==> config.mk <==
export PLATFORM = sky130hd
export DESIGN_NAME = vector_page
export DESIGN_NICKNAME = d
export VERILOG_FILES = /design/src/rtl/vector_page_pkg.sv /design/src/rtl/vector_page_rom.sv /design/src/rtl/vector_page.sv
export SDC_FILE = /design/constraint.sdc
export NUM_CORES = 1
export LEC_CHECK = 0
export ABC_AREA = 1
export CAP_MARGIN = 20
export CORE_MARGIN = 2
export CORE_UTILIZATION = 55
export DETAILED_ROUTE_END_ITERATION = 10
export PLACE_DENSITY = 0.71
export REMOVE_ABC_BUFFERS = 1
export SYNTH_ARGS = -nofsm -noshare
export SYNTH_HDL_FRONTEND = slang
export SYNTH_HIERARCHICAL = 1
export SYNTH_SLANG_ARGS = --single-unit
==> constraint.sdc <==
create_clock -name clk -period 3.85 [get_ports clk]
set_clock_uncertainty 0.15 [all_clocks]
set_input_delay 0.77 -clock clk [delete_from_list [all_inputs] [get_ports clk]]
set_output_delay 0.77 -clock clk [all_outputs]
set_load 0.05 [all_outputs]
==> src/rtl/vector_page_pkg.sv <==
// Shared definitions for vector_page: default parameters, FSM state type and
// the default interrupt-vector table.
package vector_page_pkg;

  localparam int VP_ADDR_W    = 6;
  localparam int VP_DATA_W    = 8;
  localparam int VP_VEC_BASE  = 48;
  localparam int VP_VEC_COUNT = 16;
  localparam int VP_TABLE_LEN = 16;

  // Entry 0 sits in the least significant byte.
  localparam logic [127:0] VP_VEC_TABLE = 128'h27A0_0901_0601_0C01_0F01_0301_0001_81A6;

  typedef enum logic [0:0] {
    ST_INIT = 1'b0,
    ST_RUN  = 1'b1
  } vp_state_e;

  function automatic logic [7:0] vp_table_entry(input logic [3:0] idx);
    return VP_VEC_TABLE[{idx, 3'b000} +: 8];
  endfunction

endpackage

==> src/rtl/vector_page_rom.sv <==
// Combinational default word for a vector-region index; indices past the
// table are zero and the word is zero-extended to DATA_W.
module vector_page_rom
  import vector_page_pkg::*;
#(
  parameter int ADDR_W = VP_ADDR_W,
  parameter int DATA_W = VP_DATA_W
) (
  input  logic [ADDR_W-1:0] idx_i,
  output logic [DATA_W-1:0] word_o
);

  // Table lookup with zero fill past the last defined entry.
  always_comb begin
    word_o = {DATA_W{1'b0}};
    if ({1'b0, idx_i} < (ADDR_W+1)'(VP_TABLE_LEN)) begin
      word_o = DATA_W'(vp_table_entry(idx_i[3:0]));
    end else begin
      word_o = {DATA_W{1'b0}};
    end
  end

endmodule

==> src/rtl/vector_page.sv <==
// Single-port word memory whose vector region is loaded from a default table
// after reset or reload. Optional write protection: VECTOR_PAGE_WP_EN.
module vector_page
  import vector_page_pkg::*;
#(
  parameter int ADDR_W    = VP_ADDR_W,
  parameter int DATA_W    = VP_DATA_W,
  parameter int VEC_BASE  = VP_VEC_BASE,
  parameter int VEC_COUNT = VP_VEC_COUNT
) (
  input  logic              clk,
  input  logic              reset_n,
  input  logic [ADDR_W-1:0] addr,
  input  logic [DATA_W-1:0] din,
  input  logic              we,
  input  logic              cs,
  input  logic              reload,
  output logic [DATA_W-1:0] dout,
  output logic              busy,
  output logic              wp_hit
);

  localparam int DEPTH = 1 << ADDR_W;
  localparam logic [ADDR_W:0] LAST_PTR = (ADDR_W+1)'(DEPTH - 1);
  localparam logic [ADDR_W:0] VEC_LO   = (ADDR_W+1)'(VEC_BASE);
  localparam logic [ADDR_W:0] VEC_HI   = (ADDR_W+1)'(VEC_BASE + VEC_COUNT);

  logic [DATA_W-1:0] mem_q [DEPTH];
  vp_state_e         state_q;
  logic [ADDR_W:0]   ptr_q;
  logic [ADDR_W:0]   ptr_d;
  logic [DATA_W-1:0] dout_q;
  logic              busy_q;
  logic              wp_hit_q;

  logic [ADDR_W-1:0] vec_idx_s;
  logic [DATA_W-1:0] rom_word_s;
  logic              cpu_req_s;
  logic              wp_block_s;
  logic              mem_we_s;
  logic [ADDR_W-1:0] mem_waddr_s;
  logic [DATA_W-1:0] mem_wdata_s;

  function automatic logic in_vec(input logic [ADDR_W:0] a);
    return (a >= VEC_LO) && (a < VEC_HI);
  endfunction

  assign vec_idx_s = ptr_q[ADDR_W-1:0] - VEC_LO[ADDR_W-1:0];

  vector_page_rom #(
    .ADDR_W (ADDR_W),
    .DATA_W (DATA_W)
  ) u_rom (
    .idx_i  (vec_idx_s),
    .word_o (rom_word_s)
  );

  // Write-port arbitration: the loader owns the port in INIT, the CPU in RUN.
  always_comb begin
    ptr_d       = ptr_q + (ADDR_W+1)'(1);
    cpu_req_s   = (state_q == ST_RUN) && !we && !cs;
`ifdef VECTOR_PAGE_WP_EN
    wp_block_s  = cpu_req_s && in_vec({1'b0, addr});
`else
    wp_block_s  = 1'b0;
`endif
    mem_we_s    = 1'b0;
    mem_waddr_s = addr;
    mem_wdata_s = din;
    if (state_q == ST_INIT) begin
      mem_we_s    = 1'b1;
      mem_waddr_s = ptr_q[ADDR_W-1:0];
      mem_wdata_s = in_vec(ptr_q) ? rom_word_s : {DATA_W{1'b0}};
    end else if (cpu_req_s && !wp_block_s) begin
      mem_we_s    = 1'b1;
    end else begin
      mem_we_s    = 1'b0;
    end
  end

  // Storage array; deliberately not reset, the loader rewrites every word.
  always_ff @(posedge clk) begin
    if (mem_we_s) begin
      mem_q[mem_waddr_s] <= mem_wdata_s;
    end
  end

  // Load/run sequencer with registered read data and status outputs.
  always_ff @(posedge clk or negedge reset_n) begin
    if (!reset_n) begin
      state_q  <= ST_INIT;
      ptr_q    <= {(ADDR_W+1){1'b0}};
      dout_q   <= {DATA_W{1'b0}};
      busy_q   <= 1'b1;
      wp_hit_q <= 1'b0;
    end else begin
      case (state_q)
        ST_INIT: begin
          ptr_q    <= ptr_d;
          dout_q   <= {DATA_W{1'b0}};
          wp_hit_q <= 1'b0;
          if (ptr_q == LAST_PTR) begin
            state_q <= ST_RUN;
            busy_q  <= 1'b0;
          end
        end
        ST_RUN: begin
          dout_q   <= mem_q[addr];
          wp_hit_q <= wp_block_s;
          if (reload) begin
            state_q <= ST_INIT;
            ptr_q   <= {(ADDR_W+1){1'b0}};
            busy_q  <= 1'b1;
          end
        end
        default: begin
          state_q  <= ST_INIT;
          ptr_q    <= {(ADDR_W+1){1'b0}};
          dout_q   <= {DATA_W{1'b0}};
          busy_q   <= 1'b1;
          wp_hit_q <= 1'b0;
        end
      endcase
    end
  end

  assign dout   = dout_q;
  assign busy   = busy_q;
  assign wp_hit = wp_hit_q;

endmodule

# After elaboration in Yosys (flattened, before gate mapping)
# Memory sizes are Yosys's and may differ from the RTL's.
# Index checks and enable logic that the tools add are counted.
word_totals:
  output_inout_bits: 10
  inputBits: 19
  n_memories: 1
  word_cells: 38
  ramBits: 512
  reg_bits: 17
classes:
  bitwise_logic: 1
  n_reduce_logical: 6
  n_eq_ne: 3
  muxes: 17
  n_addsub: 2
  magnitude_cmp: 3
  n_shift: 1
mem_list:
  columns: ["memory", "words", "width", "rd", "rd_clocked_by_memory_dff", "write_ports", "line_no", "source"]
  rows:
  - ["mem_q", 64, 8, 1, 0, 1, "vector_page.sv:28", "logic [DATA_W-1:0] mem_q [DEPTH];"]
op_table:
  columns: ["cell", "n"]
  rows:
  - ["$shiftx A128 B8 Y8 const A", 1]
  - ["$mux W8", 3]
  - ["$pmux W8 S2", 1]
  - ["$pmux W7 S2", 1]
  - ["$mux W1", 8]
  - ["$add A7 B1 Y7 const B", 1]
  - ["$eq A7 B6 Y1 const B", 1]
  - ["$ge A7 B6 Y1 const B", 1]
  - ["$lt A7 B7 Y1 const B", 1]
  - ["$mux W7", 1]
  - ["$lt A6 B5 Y1 const B", 1]
  - ["$mux W6", 1]
  - ["$sub A6 B6 Y6 const B", 1]
  - ["$pmux W1 S2", 2]
  - ["$logic_and A1 B1 Y1", 3]
  - ["$logic_not A1 Y1", 2]
  - ["$ne A2 B1 Y1 const B", 1]
  - ["$ne A2 B2 Y1 const B", 1]
  - ["$reduce_and A2 Y1", 1]
  - ["$not A1 Y1", 1]

# Longest topological paths before layout
depth:
  depth_word: 7
  ltp_mapped: 12
  ltp_nobuf: 9

# Cells and area by module
# The synthesis kept the hierarchy.
by_module_without_submodules:
  columns: ["module", "cells_per_inst", "area_per_inst_um2", "n_inst", "seq_area_each_um2"]
  rows:
  - ["vector_page", 1861, 21790.9, 1, 15801.4]
  - ["vector_page_rom", 46, 252.7, 1, 0.0]

# Least setup slack after synthesis
# No wires, ideal clock.
synth_timing:
  path_type: "input port to flip-flop"
  start: "input port addr[0]"
  end: "memory mem_q[45][0] (netlist name) (enable)"
  setup_time_ns: 0.395
  path_stages: 6
  n_path_buf: 2
  required_time_ns: 3.305
  arrival_time_ns: 2.368
  setup_slack_ns: 0.938
  cell_sequence: "buf_4 > inv_4 > buf_4 > a21oi_4 > inv_2 > nor4_1"
synth_via:
  elab_chain_cells: 1
synth_lines:
  columns: ["item", "line_no", "source"]
  rows:
  - ["from (decl)", "vector_page.sv:13", "input logic [ADDR_W-1:0] addr,"]
  - ["$mux W6", "vector_page.sv:70", "if (state_q == ST_INIT) begin"]
  - ["to (decl)", "vector_page.sv:28", null]
# Every way passes these cells.

# Final worst setup path
layout_timing:
  start: "register state_q"
  end: "memory mem_q[35][6] (netlist name) (enable)"
layout_via:
  elab_chain_cells: 6
  elab_cells_between_ends: 7
  cone_classes: "mux (5); reduce/logical (2)"
layout_lines:
  columns: ["item", "line_no", "source"]
  rows:
  - ["from (decl)", "vector_page.sv:29", "vp_state_e state_q;"]
  - ["from (signal assigned)", "vector_page.sv:91", "state_q <= ST_INIT;"]
  - ["from (signal assigned)", "vector_page.sv:103", "state_q <= ST_RUN;"]
  - ["from (signal assigned)", "vector_page.sv:111", "state_q <= ST_INIT;"]
  - ["$logic_and A1 B1 Y1 (2 in a row)", "vector_page.sv:61", "cpu_req_s = (state_q == ST_RUN) && !we && !cs;"]
  - ["$mux W1", "vector_page.sv:74", "end else if (cpu_req_s && !wp_block_s) begin"]
  - ["$mux W1", "vector_page.sv:70", null]
  - ["$mux W1", "vector_page.sv:83", "if (mem_we_s) begin"]
  - ["$mux W1 (not written as such)", "vector_page.sv:84", "mem_q[mem_waddr_s] <= mem_wdata_s;"]
# Parallel ways exist; a longest one is shown, timed or not.

==> flow_metrics.py <==
metrics = {
    "outcome": {
        "outcome": "finished, final reports clean",
    },
    "place": {
        "place_area_um2": 23100,
        "dp_hpwl_mm": 32.2,
        "io_buffers": 27,
        "gp_congestion": 0.929,
    },
    "grt": {
        "antenna_found_initial": 1,
        "grt_use_total": 0.272,
        "grt_overflow": 0,
        "grt_max_degree": 165,
        "grt_pass1_vias": 14300,
        "grt_first_pass_wirelength_mm": 84.4,
    },
    "timing": {
        "period_minus_slack_ns": 3.04,
        "worst_pin_slew_ns": 0.881,
        "slew_viol_final": 0,
        "setup_viol": 0,
        "rsz0062_at_grt": "no",
        "hold_viol_final": 0,
        "relSlewSlack": 0.411,
        "tns_ns": 0,
        "finalCritPeriodShare": 0.789,
        "fmax_mhz": 329,
        "worst_hold_slack_ns": 0.384,
    },
    "cts": {
        "path_clk_slew_ns": 0.06,
        "htreeDepth": 2,
        "numCtsBuffers": 53,
        "cts_buffer_depth": 3,
        "postCtsSetupBuffers": 0,
        "cts_sinks": 529,
        "cts_resized": 0,
        "clkLatencyLatePin_ns": 0.60,
        "cts_tree": "yes",
        "hold_buffers": 0,
        "root_buffer": "clkbuf_16",
    },
    "finish": {
        "area_delta_synth_final_pct": 12.5,
        "post-route-util": 0.625,
        "final_common_cell": "nand2_1",
        "antenna_cells": 0,
        "nFillCells": 3070,
        "fin_area_um2": 24800,
        "drive_above_1_share": 0.0964,
        "nNetsFinal": 1981,
        "final_cell_mix": "nand2_1, edfxtp_1, nand3_1",
    },
    "synthesis": {
        "avgSynthCellArea_um2": 11.6,
        "synth_mux_area_frac": 0,
        "ys_types": 32,
        "synth-seq-cells": 529,
        "postSynthCellCount": 1907,
        "synth_compound_area_frac": 0.0475,
        "synth_top_family_by_area": "simple AND/OR/NAND/NOR gates",
        "synth.top_cell.area_share": 0.697,
        "synth_edf_count": 512,
        "synth_ff_type": "edfxtp_1",
        "synthXorXnorAreaFrac": 0,
        "async_flop_share": 0.0321,
        "syn_area_um2": 22000,
        "synth_area_leaders": "edfxtp_1, nand2_1, nand3_1, nor2_1, a21oi_1",
        "synthSimpleGateAreaFrac": 0.198,
        "yosys_warnings": 6,
        "synth_seq_area_share": 0.717,
        "yosys.area.top_type": "edfxtp_1",
        "synth_fa_ha_area_frac": 0.00454,
    },
    "power": {
        "vdd_ir_drop_max_mv": 0.439,
        "totalPowerFinal_mw": 14.3,
        "powerDensity_nw_per_um2": 578,
        "p_leak_nw": 9.13,
    },
    "die": {
        "die_h_um": 204,
        "io_pins": 29,
        "core_um2": 39600,
        "initial_utilization": 0.556,
        "die-area_um2": 41700,
        "rows": 73,
        "die_w_um": 204,
    },
    "setup_path": {
        "cp_cell_sequence": "nor2_1 -> a21oi_2 -> inv_2 -> nor2_2 -> nand3_2 -> nor2_1",
        "cp_slowest_cell": "dfrtp_1",
        "cp-end-kind": "register",
        "required_ns": 3.92,
        "cp_common_cell": "nor2_1",
        "cp_max_fo": 13,
        "cp.arrival_ns": 3.11,
        "critPathLaunchType": "register",
        "max_stage_delay_ns": 0.73,
        "criticalPathCategory": "register to register",
    },
    "detailed_routing": {
        "drt_iter0_markers": 1726,
        "drc": 0,
        "vias": 14900,
        "wl_per_cell_um": 22.1,
        "via_per_inst": 5.90,
        "drt-total-wl_mm": 55.7,
        "ant_nets": 0,
        "drtPass1Iterations": 6,
    },
    "hold_path": {
        "holdCritPathClass": "register to register",
    },
    "job": {
        "maxCapViolations": 0,
    },
}
## Yosys cell counts (2+ instances only)
cell type,count
inv_1,22
nand3_1,297
o21ai_2,2
conb_1,2
buf_4,21
ha_1,8
clkbuf_1,23
or2_2,3
nand2_1,578
nor2_1,139
buf_6,7
nor4_1,6
nand4_1,3
nor2_2,4
o31ai_1,36
a21oi_1,94
o21ai_0,45
dfrtp_1,16
edfxtp_1,512
nor3_1,4
nand3_2,5
a21oi_4,2
inv_2,7
buf_2,45
buf_1,19
## stage by stage
stage               setup slack (ns)  cells
floorplan                     -0.154   1793
finish                         0.812   2517
detailed placement             0.430   2424
global placement               0.500   2424
global route                   0.643   2517
CTS                            0.844   2517
## metal layers
layer / share of wire / track usage
met1: 0.40 / 0.374
met2: 0.48 / 0.443
met3: 0.095 / 0.0529
met4: 0.028 / 0.0820
met5: 0.00025 / 0
## worst paths after layout
| check | start | end | slack, ns | cells past startpoint |
|---|---|---|---|---|
| min reg2reg | ptr_q[6] | ptr_q[6] | 0.38 | 2 |
| min in group asynchronous | reset_n | dout[2] | 0.53 | 1 |
| min | ptr_q[6] | ptr_q[6] | 0.38 | 2 |
| max reg2reg | state_q | mem_q[35][6] | 0.81 | 6 |
| max | state_q | mem_q[35][6] | 0.81 | 6 |
| max in group asynchronous | reset_n | ptr_q[2] | 2.47 | 1 |
## power breakdown
group	leakage [nW]	total, mW	internal (mW)	switching (mW)
clock	0.806	5.00	2.92	2.09
combinational	3.36	2.25	0.589	1.66
sequential	4.97	7.08	6.91	0.167
## flip-flops by register name (all words and copies together) (netlist names)
register  cells
busy          1
mem_q       512
ptr_q         7
dout          8
state_q       1
## cells by family after synthesis
logic type      after synthesis
simple gates               1040
flops                       529
compound gates              183
buf+inv                     145
fa+ha+maj                     8
other cells                   2
## worst max-delay path, delay by kind of cell (launching register included)
kind | cells | cell delay, ns
AO/OA/AOI/OAI | 1 | 0.24
AND/OR/NAND/NOR | 4 | 1.39
buffers and inverters | 1 | 0.15
flip-flops | 1 | 0.73
## layout make-up
class,instances,area [um2],share of cell area
multi-input combinational,1234,5530,0.223
clock buffer,64,1410,0.0568
timing repair buffer,106,1000,0.0404
clock inverter,29,270,0.0109
tap,525,657,0.0265
inverter,30,120,0.00485
sequential,529,15800,0.637
Power figures use the tool's default switching activity.
